$ cat src/rtl/note_pkg.sv
// Shared types for the note peak tracker: FSM states, magnitude width, and the peak entry record.
package note_pkg;
    localparam int PKG_BIT_WIDTH = 16;
    localparam int BIN_W         = 9;
    localparam int MAG_W         = PKG_BIT_WIDTH + 1;

    typedef enum logic [1:0] {
        IDLE   = 2'd0,
        SCAN   = 2'd1,
        DRAIN  = 2'd2,
        COMMIT = 2'd3
    } state_t;

    typedef struct packed {
        logic [BIN_W-1:0] bin;
        logic [MAG_W-1:0] mag;
        logic             valid;
    } peak_t;
endpackage

$ cat src/rtl/note_peak_tracker_peak_insert.sv
// Combinational sorted insert: K entries, descending by magnitude, plus one candidate in; K entries out.
module peak_insert
    import note_pkg::*;
#(
    parameter int K = 3
) (
    input  peak_t [K-1:0] list_in,
    input  peak_t         cand,
    output peak_t [K-1:0] list_out
);

    logic [K-1:0] beats;

    // Candidates arrive in ascending bin order, so an equal magnitude never displaces an entry.
    always_comb begin
        beats = '0;
        for (int i = 0; i < K; i++) begin
            beats[i] = cand.valid && (!list_in[i].valid || (cand.mag > list_in[i].mag));
        end
        list_out[0] = beats[0] ? cand : list_in[0];
        for (int i = 1; i < K; i++) begin
            if (!beats[i]) begin
                list_out[i] = list_in[i];
            end else if (!beats[i-1]) begin
                list_out[i] = cand;
            end else begin
                list_out[i] = list_in[i-1];
            end
        end
    end

endmodule

$ cat src/rtl/note_peak_tracker.sv
// Scans one half-spectrum per FFT frame, keeps the strongest local maxima,
// and commits them once the bin set has held for STABLE_FRAMES frames.
//
// state  | meaning
// IDLE   | waiting for fft_done
// SCAN   | driving read addresses MIN_BIN-1 .. FFT_SIZE/2
// DRAIN  | two cycles for the last read and last insert to land
// COMMIT | compare with previous frame, update stability, maybe load outputs
module note_peak_tracker
    import note_pkg::*;
#(
    parameter int BIT_WIDTH     = 16,
    parameter int N             = 9,
    parameter int FFT_SIZE      = 512,
    parameter int NUM_PEAKS     = 3,
    parameter int MIN_BIN       = 1,
    parameter int STABLE_FRAMES = 3
) (
    input  logic                                 clk,
    input  logic                                 reset,
    input  logic                                 fft_done,
    output logic [N-1:0]                         add_rd,
    input  logic [2*BIT_WIDTH-1:0]               fft_result,
    input  logic [BIT_WIDTH:0]                   thresh,
    output logic [NUM_PEAKS*N-1:0]               peak_bin,
    output logic [NUM_PEAKS*(BIT_WIDTH+1)-1:0]   peak_mag,
    output logic [NUM_PEAKS-1:0]                 peak_valid,
    output logic                                 busy,
    output logic                                 frame_done,
    output logic                                 overrun
);

    localparam int MW = BIT_WIDTH + 1;
    localparam int CW = $clog2(STABLE_FRAMES + 1);
    localparam logic [N-1:0] FIRST_ADDR = N'(MIN_BIN - 1);
    localparam logic [N-1:0] LAST_ADDR  = N'(FFT_SIZE / 2);

    state_t state, state_nxt;
    logic                     drain_cnt;
    logic                     rd_vld;
    logic [N-1:0]             rd_bin;
    logic [MW-1:0]            mag_cur, mag_q0, mag_q1, thr_q;
    logic [CW-1:0]            stable_cnt, stable_nxt;
    logic                     match;
    peak_t [NUM_PEAKS-1:0]    work, work_ins, prev;
    peak_t                    cand;
    logic                     start;

    function automatic logic [BIT_WIDTH-1:0] abs_val(input logic [BIT_WIDTH-1:0] v);
        return v[BIT_WIDTH-1] ? (~v + BIT_WIDTH'(1)) : v;
    endfunction

    // Exact: the most negative input maps to 2^(BIT_WIDTH-1), so the sum needs one extra bit.
    assign mag_cur = MW'(abs_val(fft_result[2*BIT_WIDTH-1:BIT_WIDTH]))
                   + MW'(abs_val(fft_result[BIT_WIDTH-1:0]));

    assign start      = (state == IDLE) && fft_done;
    assign busy       = (state != IDLE);
    assign frame_done = (state == COMMIT);

    always_comb begin
        state_nxt = state;
        case (state)
            IDLE:    if (fft_done) state_nxt = SCAN;
            SCAN:    if (add_rd == LAST_ADDR) state_nxt = DRAIN;
            DRAIN:   if (drain_cnt == 1'b0) state_nxt = COMMIT;
            COMMIT:  state_nxt = IDLE;
            default: state_nxt = IDLE;
        endcase
    end

    // mag_q0 holds bin rd_bin-1 and mag_q1 bin rd_bin-2 while the current read is bin rd_bin.
    always_comb begin
        cand       = '0;
        cand.bin   = rd_bin - N'(1);
        cand.mag   = mag_q0;
        cand.valid = rd_vld && (rd_bin >= N'(MIN_BIN + 1)) && (mag_q0 >= thr_q)
                     && (mag_q0 > mag_q1) && (mag_q0 >= mag_cur);
    end

    peak_insert #(.K(NUM_PEAKS)) u_insert (
        .list_in  (work),
        .cand     (cand),
        .list_out (work_ins)
    );

    always_comb begin
        match = 1'b1;
        for (int i = 0; i < NUM_PEAKS; i++) begin
            if ((work[i].bin != prev[i].bin) || (work[i].valid != prev[i].valid)) match = 1'b0;
        end
        stable_nxt = CW'(1);
        if (match) begin
            stable_nxt = (stable_cnt == CW'(STABLE_FRAMES)) ? stable_cnt : stable_cnt + CW'(1);
        end
    end

    always_ff @(posedge clk or negedge reset) begin
        if (!reset) begin
            state      <= IDLE;
            drain_cnt  <= 1'b0;
            add_rd     <= '0;
            rd_vld     <= 1'b0;
            rd_bin     <= '0;
            mag_q0     <= '0;
            mag_q1     <= '0;
            thr_q      <= '0;
            work       <= '0;
            prev       <= '0;
            stable_cnt <= '0;
            peak_bin   <= '0;
            peak_mag   <= '0;
            peak_valid <= '0;
            overrun    <= 1'b0;
        end else begin
            state   <= state_nxt;
            overrun <= fft_done && busy;
            rd_vld  <= (state == SCAN);
            rd_bin  <= add_rd;

            if (state == SCAN)       drain_cnt <= 1'b1;
            else if (state == DRAIN) drain_cnt <= drain_cnt - 1'b1;

            if (start) begin
                add_rd <= FIRST_ADDR;
                thr_q  <= thresh;
            end else if ((state == SCAN) && (state_nxt == SCAN)) begin
                add_rd <= add_rd + N'(1);
            end

            if (rd_vld) begin
                mag_q0 <= mag_cur;
                mag_q1 <= mag_q0;
            end

            if (start)           work <= '0;
            else if (cand.valid) work <= work_ins;

            if (state == COMMIT) begin
                prev       <= work;
                stable_cnt <= stable_nxt;
                if (stable_nxt == CW'(STABLE_FRAMES)) begin
                    for (int i = 0; i < NUM_PEAKS; i++) begin
                        peak_bin[i*N +: N]   <= work[i].bin;
                        peak_mag[i*MW +: MW] <= work[i].mag;
                        peak_valid[i]        <= work[i].valid;
                    end
                end
            end
        end
    end

endmodule

$ cat config.mk
export PLATFORM = sky130hd
export DESIGN_NAME = note_peak_tracker
export DESIGN_NICKNAME = d
export VERILOG_FILES = /design/src/rtl/note_pkg.sv /design/src/rtl/note_peak_tracker_peak_insert.sv /design/src/rtl/note_peak_tracker.sv
export SDC_FILE = /design/constraint.sdc
export NUM_CORES = 1
export LEC_CHECK = 0
export ABC_AREA = 1
export BUFFER_PORTS_ARGS = -buffer_cell sky130_fd_sc_hd__buf_2
export CAP_MARGIN = 30
export CORE_UTILIZATION = 50
export CTS_CLUSTER_DIAMETER = 100
export CTS_CLUSTER_SIZE = 24
export DETAILED_ROUTE_END_ITERATION = 10
export GPL_TIMING_DRIVEN = 0
export PLACE_DENSITY_LB_ADDON = 0.25
export SLEW_MARGIN = 10
export SYNTH_ARGS = -nofsm -noshare
export SYNTH_HDL_FRONTEND = slang
export SYNTH_SLANG_ARGS = --single-unit
$ cat constraint.sdc
create_clock -name clk -period 3.1 [get_ports clk]
set_input_delay 0.465 -clock clk [delete_from_list [all_inputs] [get_ports clk]]
set_output_delay 0.465 -clock clk [all_outputs]
set_load 0.005 [all_outputs]
After elaboration in Yosys (flattened, before gate mapping)
Cells that the tools add are included.
- bitwise gates (word level): 2
- reductions and logical operators: 31
- equality and inequality tests: 13
- magnitude comparators: 7
- add/subtract/negate cells: 7
- mux-type cells: 22
- operators by type and width (cell ; count):
    $mux 81 ; 2
    $mux 27 ; 5
    $gt 17x17->1 ; 4
    $ge 17x17->1 ; 2
    $add 16x1->16 const B ; 2
    $mux 16 ; 2
    $not 16->16 ; 2
    $ne 9x9->1 ; 3
    $mux 9 ; 2
    $add 16x16->17 ; 1
    $reduce_bool 2->1 ; 7
    $logic_and 1x1->1 ; 10
    $mux 2 ; 5
    $add 9x1->9 const B ; 1
    $eq 9x9->1 const B ; 1
    $ge 9x2->1 const B ; 1
    $sub 9x1->9 const B ; 1
    $eq 2x2->1 const B ; 4
    $pmux 2 s4 ; 1
    $reduce_and 2->1 ; 4
    $logic_or 1x1->1 ; 6
    $mux 1 ; 5
    $eq 2x1->1 const B ; 2
    $logic_not 1->1 ; 3
    4 further kinds ; 6
- register bits: 268
- input bits: 52

Longest topological paths before layout
Gate-level depths: netlist (run 1).
- word-level depth: 11
- mapped depth: 33
- depth with buffers taken out: 32

Cells and area by module
A second synthesis (run 1) with hierarchy kept.
- cell total of the unflattened synthesis: 2265
- area, all modules: 17141.4 µm²
- by module, submodules not included (module ; times used ; area each (µm²) ; sequential area each (µm²) ; cells an instance):
    note_peak_tracker ; 1 ; 13953.4 ; 6706.4 ; 1625
    peak_insert ; 1 ; 3188.1 ; 0.0 ; 640

Least setup slack after synthesis (run 1)
OpenSTA, ideal clock, no wires.
- path kind: in2reg
- start: in fft_result[1]
- end: reg work[46] (netlist name)
- stages on the path: 29
- arrival time: 4.216 ns
- setup slack: -1.233 ns
- required time: 2.983 ns
- library setup time: 0.117 ns
- cells stage by stage: nor3_1 > nor3b_1 > nand3_1 > nor2_1 > inv_1 > nor3_1 > nor2_1 > xor2_1 > ha_1 > nand2_1 > nor2_2 > nand3_2 > nand3_2 > a21oi_1 > o21bai_1 > nand2_1 > nand2_1 > a21oi_1 > ha_1 > nand4_1 > nor4b_1 > nand3_1 > nand3_4 > nand3_4 > nand2_2 > inv_4 > buf_4 > nand2_1 > nand2_1
- word-level cells in the longest chain between the ends: 11
- elaborated cells on any way between the ends: 15
- classes of those cells: add/sub (2); order compare (1); mux (5); bitwise (1); reduce/logical (6)
- RTL lines (what ; RTL line ; text):
    start: declaration ; note_peak_tracker.sv:23 ; input logic [2*BIT_WIDTH-1:0] fft_result,
    $not 16->16 ; note_peak_tracker.sv:50 ; return v[BIT_WIDTH-1] ? (~v + BIT_WIDTH'(1)) : v;
    $add 16x1->16 ; note_peak_tracker.sv:50 ;
    $mux 16 (*) ; note_peak_tracker.sv:50 ;
    $add 16x16->17 (*) ; note_peak_tracker.sv:55 ; + MW'(abs_val(fft_result[BIT_WIDTH-1:0]));
    $ge 17x17->1 (*) ; note_peak_tracker.sv:78 ; && (mag_q0 > mag_q1) && (mag_q0 >= mag_cur);
    $logic_and 1x1->1 (*) ; note_peak_tracker.sv:78 ;
    $logic_and 1x1->1 ; note_peak_tracker_peak_insert.sv:18 ; beats[i] = cand.valid && (!list_in[i].valid || (cand.mag > list_in[i].mag));
    $mux 27 ; note_peak_tracker_peak_insert.sv:24 ; end else if (!beats[i-1]) begin
    $mux 27 ; note_peak_tracker_peak_insert.sv:22 ; if (!beats[i]) begin
    $mux 81 ; note_peak_tracker.sv:137 ; else if (cand.valid) work <= work_ins;
    $mux 81 ; note_peak_tracker.sv:136 ; if (start) work <= '0;
    end signal: assignment ; note_peak_tracker.sv:137 ;
    end: declaration ; note_peak_tracker.sv:45 ; peak_t [NUM_PEAKS-1:0] work, work_ins, prev;
Mark *: on every way between the ends. The rest lies on a longest branch, timed or not. The select of a mux whose other input is x is not followed.
A chain may end at the register's enable or synchronous reset.

Worst setup path after layout (run 1)
- start: in fft_result[1]
- end: reg work[15] (netlist name)
- word-level cells in the longest chain between the ends: 9
- elaborated cells on any way between the ends: 10
- classes of those cells: add/sub (2); order compare (1); mux (1); bitwise (1); reduce/logical (5)
- RTL lines (what ; RTL line):
    $not 16->16 ; note_peak_tracker.sv:50
    $add 16x1->16 ; note_peak_tracker.sv:50
    $mux 16 (*) ; note_peak_tracker.sv:50
    $add 16x16->17 (*) ; note_peak_tracker.sv:55
    $ge 17x17->1 (*) ; note_peak_tracker.sv:78
    $logic_and 1x1->1 (*) ; note_peak_tracker.sv:78
    $logic_and 1x1->1 ; note_peak_tracker_peak_insert.sv:18
    $reduce_bool 2->1 (no source line) ; n/a
    $reduce_and 2->1 (no source line) (*) ; n/a
Mark *: on every way between the ends. The rest lies on a longest branch, timed or not.

==> flow_metrics.tcl, run 1 <==
set metrics [dict create \
    synth_cell_types 46 \
    hold_viol 0 \
    clkLatencyLatePin_ns 0.50 \
    cp-start-kind "primary input" \
    fin_skew_ns 0.0266 \
    internal_power_uw 8300 \
    cts_buffer_depth 3 \
    post-route-min-period_ns 4.28 \
    routedWlPerCell_um 17.3 \
    path_clk_slew_ns 0.10 \
    core_um2 30000 \
    drv_slew 0 \
    cts_tree "done" \
    clock_sinks 268 \
    fp.dieW_um 178 \
    async_flop_share_pct 100 \
    cpMaxStageDelayCell "ha_1" \
    p_switching_uw 7100 \
    synth-warning-count 0 \
    num_rows 63 \
    path_max_fanout 7 \
    netlist_instances 1904 \
    cp_common_cell "nor2_1" \
    firstDrtPassIters 5 \
    holdWs_ns 0.167 \
    clock-root-buffer "clkbuf_16" \
    synth_area_leaders "dfrtp_1 (43%), nand2_1 (13%), ha_1 (10%)" \
    peakVddDrop_mv 0.415 \
    min_period_over_period_pct 138 \
    p_comb_share_pct 51.9 \
    drc 0 \
    n_fill_cell 2622 \
    crit_path_max_incr_delay_ns 0.35 \
    antenna_found_initial 0 \
    required_ns 3.50 \
    ios 145 \
    rsz0062_at_grt "yes" \
    synth-seq-cells 268 \
    cp_data_arrival_time_ns 4.67 \
    layout.cells.non_filler 2512 \
    portBuffers 144 \
    synthesis.nets 2085 \
    crit_buf_inv 5 \
    maxSlewHeadroom_pct 49.9 \
    drv_cap 0 \
    start_util_pct 51.4 \
    routabilityCongestion 0.897 \
    switching_share_pct 46.1 \
    synth_top_cell_area_share_pct 43.4 \
    grt_pass1_vias 13300 \
    worst_slack_ns -1.18 \
    vias_per_cell 5.48 \
    grt_max_degree 103 \
    worst_setup_path_end_kind "flop" \
    synth-main-ff-cell "dfrtp_1" \
    finalPower_uw 15400 \
    die_height_um 178 \
    synthTopCellsByCount "nand2_1 (524), dfrtp_1 (268), inv_1 (214), o21ai_0 (183), ha_1 (128)" \
    timing.fmax_ghz 0.234 \
    seqPwrFrac_pct 34.9 \
    place_inst 2440 \
    syn_area_per_cell_um2 8.11 \
    vias 13800 \
    area_delta_synth_final_pct 17.7 \
    die_area_um2 31600 \
    syn_area_um2 15400 \
    pre_cts_ws_ns -2.06 \
    htree_levels 1 \
    synth_top_cell_by_area "dfrtp_1" \
    power_frac_clock_pct 13.2 \
    finalSetupViolCount 82 \
    grt_pass1_wl_um 69100 \
    gr-total-overflow 0 \
    seq_area_frac_synth_pct 43.4 \
    power_leakage_uw 0.00922 \
    track_usage_pct 27.9 \
    violations "setup timing" \
    crit_family "simple AND/OR/NAND/NOR gates" \
    numCtsBuffers 15 \
    drt-initial-drc-count 1062 \
    worst_slew_pin_slew_ns 0.751 \
    wirelength_um 43300 \
    dp_hpwl_um 31900 \
    critPathKind "in -> reg" \
    antennaDiodeCount 0 \
    yosysMostFrequentCell "nand2_1" \
    worst_hold_path_type "in -> reg" \
    status "finished with violations" \
    final_antenna_net_count 0 \
    tns_ns -88.43 \
    drive_above_1_share_pct 17.1 \
    synth_edf_count 0 \
    p_per_area_nw_per_um2 848 \
    num-nets-final 2304 \
]
## state kept, by name (all words and copies together) (netlist names), 17 cells and up
register / cells
work: 81
peak_mag: 51
prev: 30
peak_bin: 27
mag_q0: 17
mag_q1: 17
thr_q: 17
## power by group through the flow
stage / Clock [uW] / Sequential, uW / Combinational (uW)
6_report: 2040 / 5380 / 7990
3_5_place_dp: 0 / 5400 / 7030
5_1_grt: 2190 / 5470 / 8980
2_1_floorplan: 0 / 5000 / 5170
4_1_cts: 2070 / 5340 / 7710
3_3_place_gp: 0 / 5370 / 6730
## worst paths after layout
kind,startpoint,endpoint,slack [ns],cells past startpoint
max,fft_result[1],work[15],-1.18,29
min,thresh[12],thr_q[12],0.17,3
max reg2reg,mag_q0[16],work[76],-0.09,11
min reg2reg,add_rd[2],rd_bin[2],0.40,0
max in group asynchronous,reset,state[0],1.67,3
min in group asynchronous,reset,peak_mag[43],0.52,2
## kinds of logic (layout without fill, tap and decap cells)
| family | count (synthesis) | after routing | synth area share (%) |
|---|---|---|---|
| xor+xnor | 67 | 67 | 3.80 |
| compound gates | 288 | 288 | 9.69 |
| simple gates | 861 | 861 | 25.0 |
| fa+ha+maj | 129 | 129 | 10.5 |
| flops | 268 | 268 | 43.4 |
| buf+inv | 291 | 509 | 7.52 |
## area by class of cell
class	count	area (um2)	share of cell area (%)
multi-input combinational	1345	7930	43.7
sequential	268	6710	36.9
clock inverter	1	20.0	0.110
inverter	218	833	4.59
clock buffer	15	375	2.07
buffer	73	450	2.48
timing repair buffer	202	1360	7.50
tap	390	488	2.69
## metrics by stage
| stage | instance area, um2 | util, % |
|---|---|---|
| global placement | 16800 | 55.8 |
| CTS | 18000 | 59.9 |
| finish | 18200 | 60.5 |
| detailed placement | 16800 | 56.0 |
| global route | 18200 | 60.5 |
| floorplan | 15500 | - |
## tightest hold or removal path, cell delays in order
cell and delay [ns]:
buf_2 0.08, nand2_1 0.04, o21ai_0 0.06
## cell usage in the layout, fill, tap and decap left out, types with 15 or more instances in the layout
cell       Yosys  final
buf_2         12    147
xnor2_1       23     22
nand3_2       25     45
buf_6          0     22
nand3_1       90     70
nand4_1       83     83
clkbuf_1      44     38
buf_4          7     40
inv_1        214    210
ha_1         128    125
nor3_1        20     15
o21ai_0      183    177
clkbuf_16      0     17
nand2_1      524    504
a21oi_1       76     70
dfrtp_1      268    268
xor2_1        44     44
nand2_2        2     21
nor2_1        95     94
## routing by layer
metal | GRT usage, % | up-vias | part of all wire [%]
met5 | 0 | - | 0
met4 | 11.3 | 0 | 4.3
met3 | 3.36 | 123 | 5.5
met2 | 47.7 | 459 | 48
met1 | 35.7 | 6500 | 43
li1 | - | 6678 | -
## timing repair
item / in CTS / in global routing
endpoints found under the hold margin: 69 / 0
gates cloned: 8 / 2
pin swaps: 26 / 11
hold buffers: 1 / 0
gates resized for setup: 90 / 46
setup buffers: 42 / 7
setup endpoints to repair: 81 / 102
Power figures use the tool's default switching activity.
==> run 2, diff against run 1 <==
- CORE_UTILIZATION: 50 -> 58
- RECOVER_POWER: unset -> 50
==> flow_metrics.tcl, run 2 (synthesized netlist as in run 1, its figures left out) <==
set metrics [dict create \
    status "finished with violations" \
    rrSetupSlack_ns -0.16 \
    num_rows 59 \
    worst_slack_ns -1.08 \
    min_period_over_period_pct 135 \
    finalPower_uw 15200 \
    htree_levels 1 \
    portBuffers 144 \
    largest_register_ff_count 81 \
    p_per_area_nw_per_um2 853 \
    worst_slew_pin_slew_ns 1.98 \
    firstDrtPassIters 6 \
    worstHoldStart "thresh[0]" \
    routedWlPerCell_um 17.0 \
    final_cell_mix "nand2_1 (500), dfrtp_1 (268), inv_1 (211), o21ai_0 (176), ha_1 (127)" \
    tns_ns -82.45 \
    reg2reg_from "mag_q0[4]" \
    peakVddDrop_mv 0.661 \
    path_clk_slew_ns 0.09 \
    n_fill_cell 2195 \
    hold_path_end "thr_q[0]" \
    rsz0062_at_grt "yes" \
    clock_sinks 268 \
    cts_tree "done" \
    violations "capacitance limit, slew limit, setup timing" \
    grt_max_degree 111 \
    worst_setup_path_end_kind "flop" \
    vias 13900 \
    required_ns 3.55 \
    pre_cts_ws_ns -1.96 \
    reg2reg_to "work[63]" \
    post-route-min-period_ns 4.18 \
    clkLatencyLatePin_ns 0.51 \
    routabilityCongestion 0.943 \
    final_antenna_net_count 0 \
    wirelength_um 41600 \
    gr-total-overflow 0 \
    final_common_cell "nand2_1" \
    cp_data_arrival_time_ns 4.63 \
    finalSetupViolCount 86 \
    drv_slew 80 \
    fp.dieW_um 165 \
    fin_skew_ns 0.0338 \
    hold_viol 0 \
    die_area_um2 27300 \
    area_delta_synth_final_pct 15.6 \
    path_max_fanout 10 \
    ios 145 \
    rr_worst_depth 13 \
    power_leakage_uw 0.00883 \
    grt_pass1_vias 13500 \
    critPathKind "in -> reg" \
    core_um2 26100 \
    grt_pass1_wl_um 66300 \
    hold_depth 3 \
    cp-start-kind "primary input" \
    die_height_um 165 \
    dp_hpwl_um 30800 \
    drive_above_1_share_pct 13.4 \
    drv_cap 1 \
    timing.fmax_ghz 0.239 \
    vias_per_cell 5.70 \
    cts_buffer_depth 3 \
    drt-initial-drc-count 1054 \
    largest-register "work" \
    maxSlewHeadroom_pct -31.7 \
    largestRegisters "work x81, peak_mag x51, prev x30" \
    clock-root-buffer "clkbuf_16" \
    antenna_found_initial 0 \
    start_util_pct 59.3 \
    antennaDiodeCount 0 \
    num-nets-final 2293 \
    worst_hold_path_type "in -> reg" \
    numCtsBuffers 15 \
    drc 0 \
    track_usage_pct 30.9 \
]
## run 2: cell type report
| class | count | area (um2) | share of cell area [%] |
|---|---|---|---|
| plain buffers | 71 | 419 | 2.35 |
| clock buffers | 15 | 375 | 2.10 |
| clock inverters | 3 | 33.8 | 0.189 |
| inverters | 218 | 836 | 4.68 |
| multi-input cells | 1345 | 7960 | 44.6 |
| flip-flops and latches | 268 | 6710 | 37.6 |
| well taps | 335 | 419 | 2.35 |
| repair buffers | 193 | 1100 | 6.18 |
## run 2: per-stage QoR
step / area (um2) / std cells / utilization, % / hold slack, ns
after floorplan: 15500 / 1904 / - / 0.169
after global placement: 16700 / 2383 / 64.0 / 0.409
after detailed placement: 16800 / 2385 / 64.3 / 0.420
after CTS: 17700 / 2444 / 68.0 / 0.165
after global routing: 17800 / 2448 / 68.5 / 0.169
final: 17800 / 2448 / 68.5 / 0.170
## run 2: power by group
group          switching [uW]  total, uW  internal [uW]
combinational            4930       7780           2850
sequential                991       5360           4360
clock                    1190       2090            897
## run 2: worst max path at each step
stage	from	to	depth (start not counted)
after detailed placement	fft_result[16]	work[16]	28
after global routing	fft_result[1]	work[37]	29
after CTS	fft_result[1]	work[37]	29
after global placement	reset	drain_cnt	1
after floorplan	fft_result[1]	work[46]	29
final	fft_result[1]	work[48]	26
## run 2: metal layers
metal / up-vias / wire length (um) / global-route usage [%]
li1: 6671 / - / -
met1: 6660 / 17700 / 40.2
met2: 515 / 20100 / 53.2
met3: 101 / 2590 / 3.62
met4: 0 / 1280 / 10.8
met5: - / 0 / 0
## run 2: repair_timing
item / in CTS / in global routing
gates resized for setup: 62 / 62
gates cloned: 3 / 1
setup endpoints to repair: 81 / 101
hold buffers: 1 / 0
setup buffers: 38 / 4
hold endpoints to repair: 66 / 0
pin swaps: 14 / 17
## run 2: worst max-delay path, cell delays in order
cell and delay (ns):
buf_6 0.10, nor3_4 0.18, nor3b_4 0.22, nand3_2 0.09, nor2_1 0.09, inv_1 0.06, nor3_2 0.13, nor2_1 0.07
xor2_1 0.14, ha_1 0.33, buf_4 0.17, nand2_2 0.08, inv_1 0.06, a311oi_1 0.30, o21ai_1 0.15, xor2_1 0.19
ha_1 0.30, nand4_1 0.14, nor4b_2 0.25, nand3_1 0.16, nand3_4 0.19, nand3_4 0.19, nor2_8 0.22, buf_8 0.17
nand3_2 0.08, nand2_1 0.06
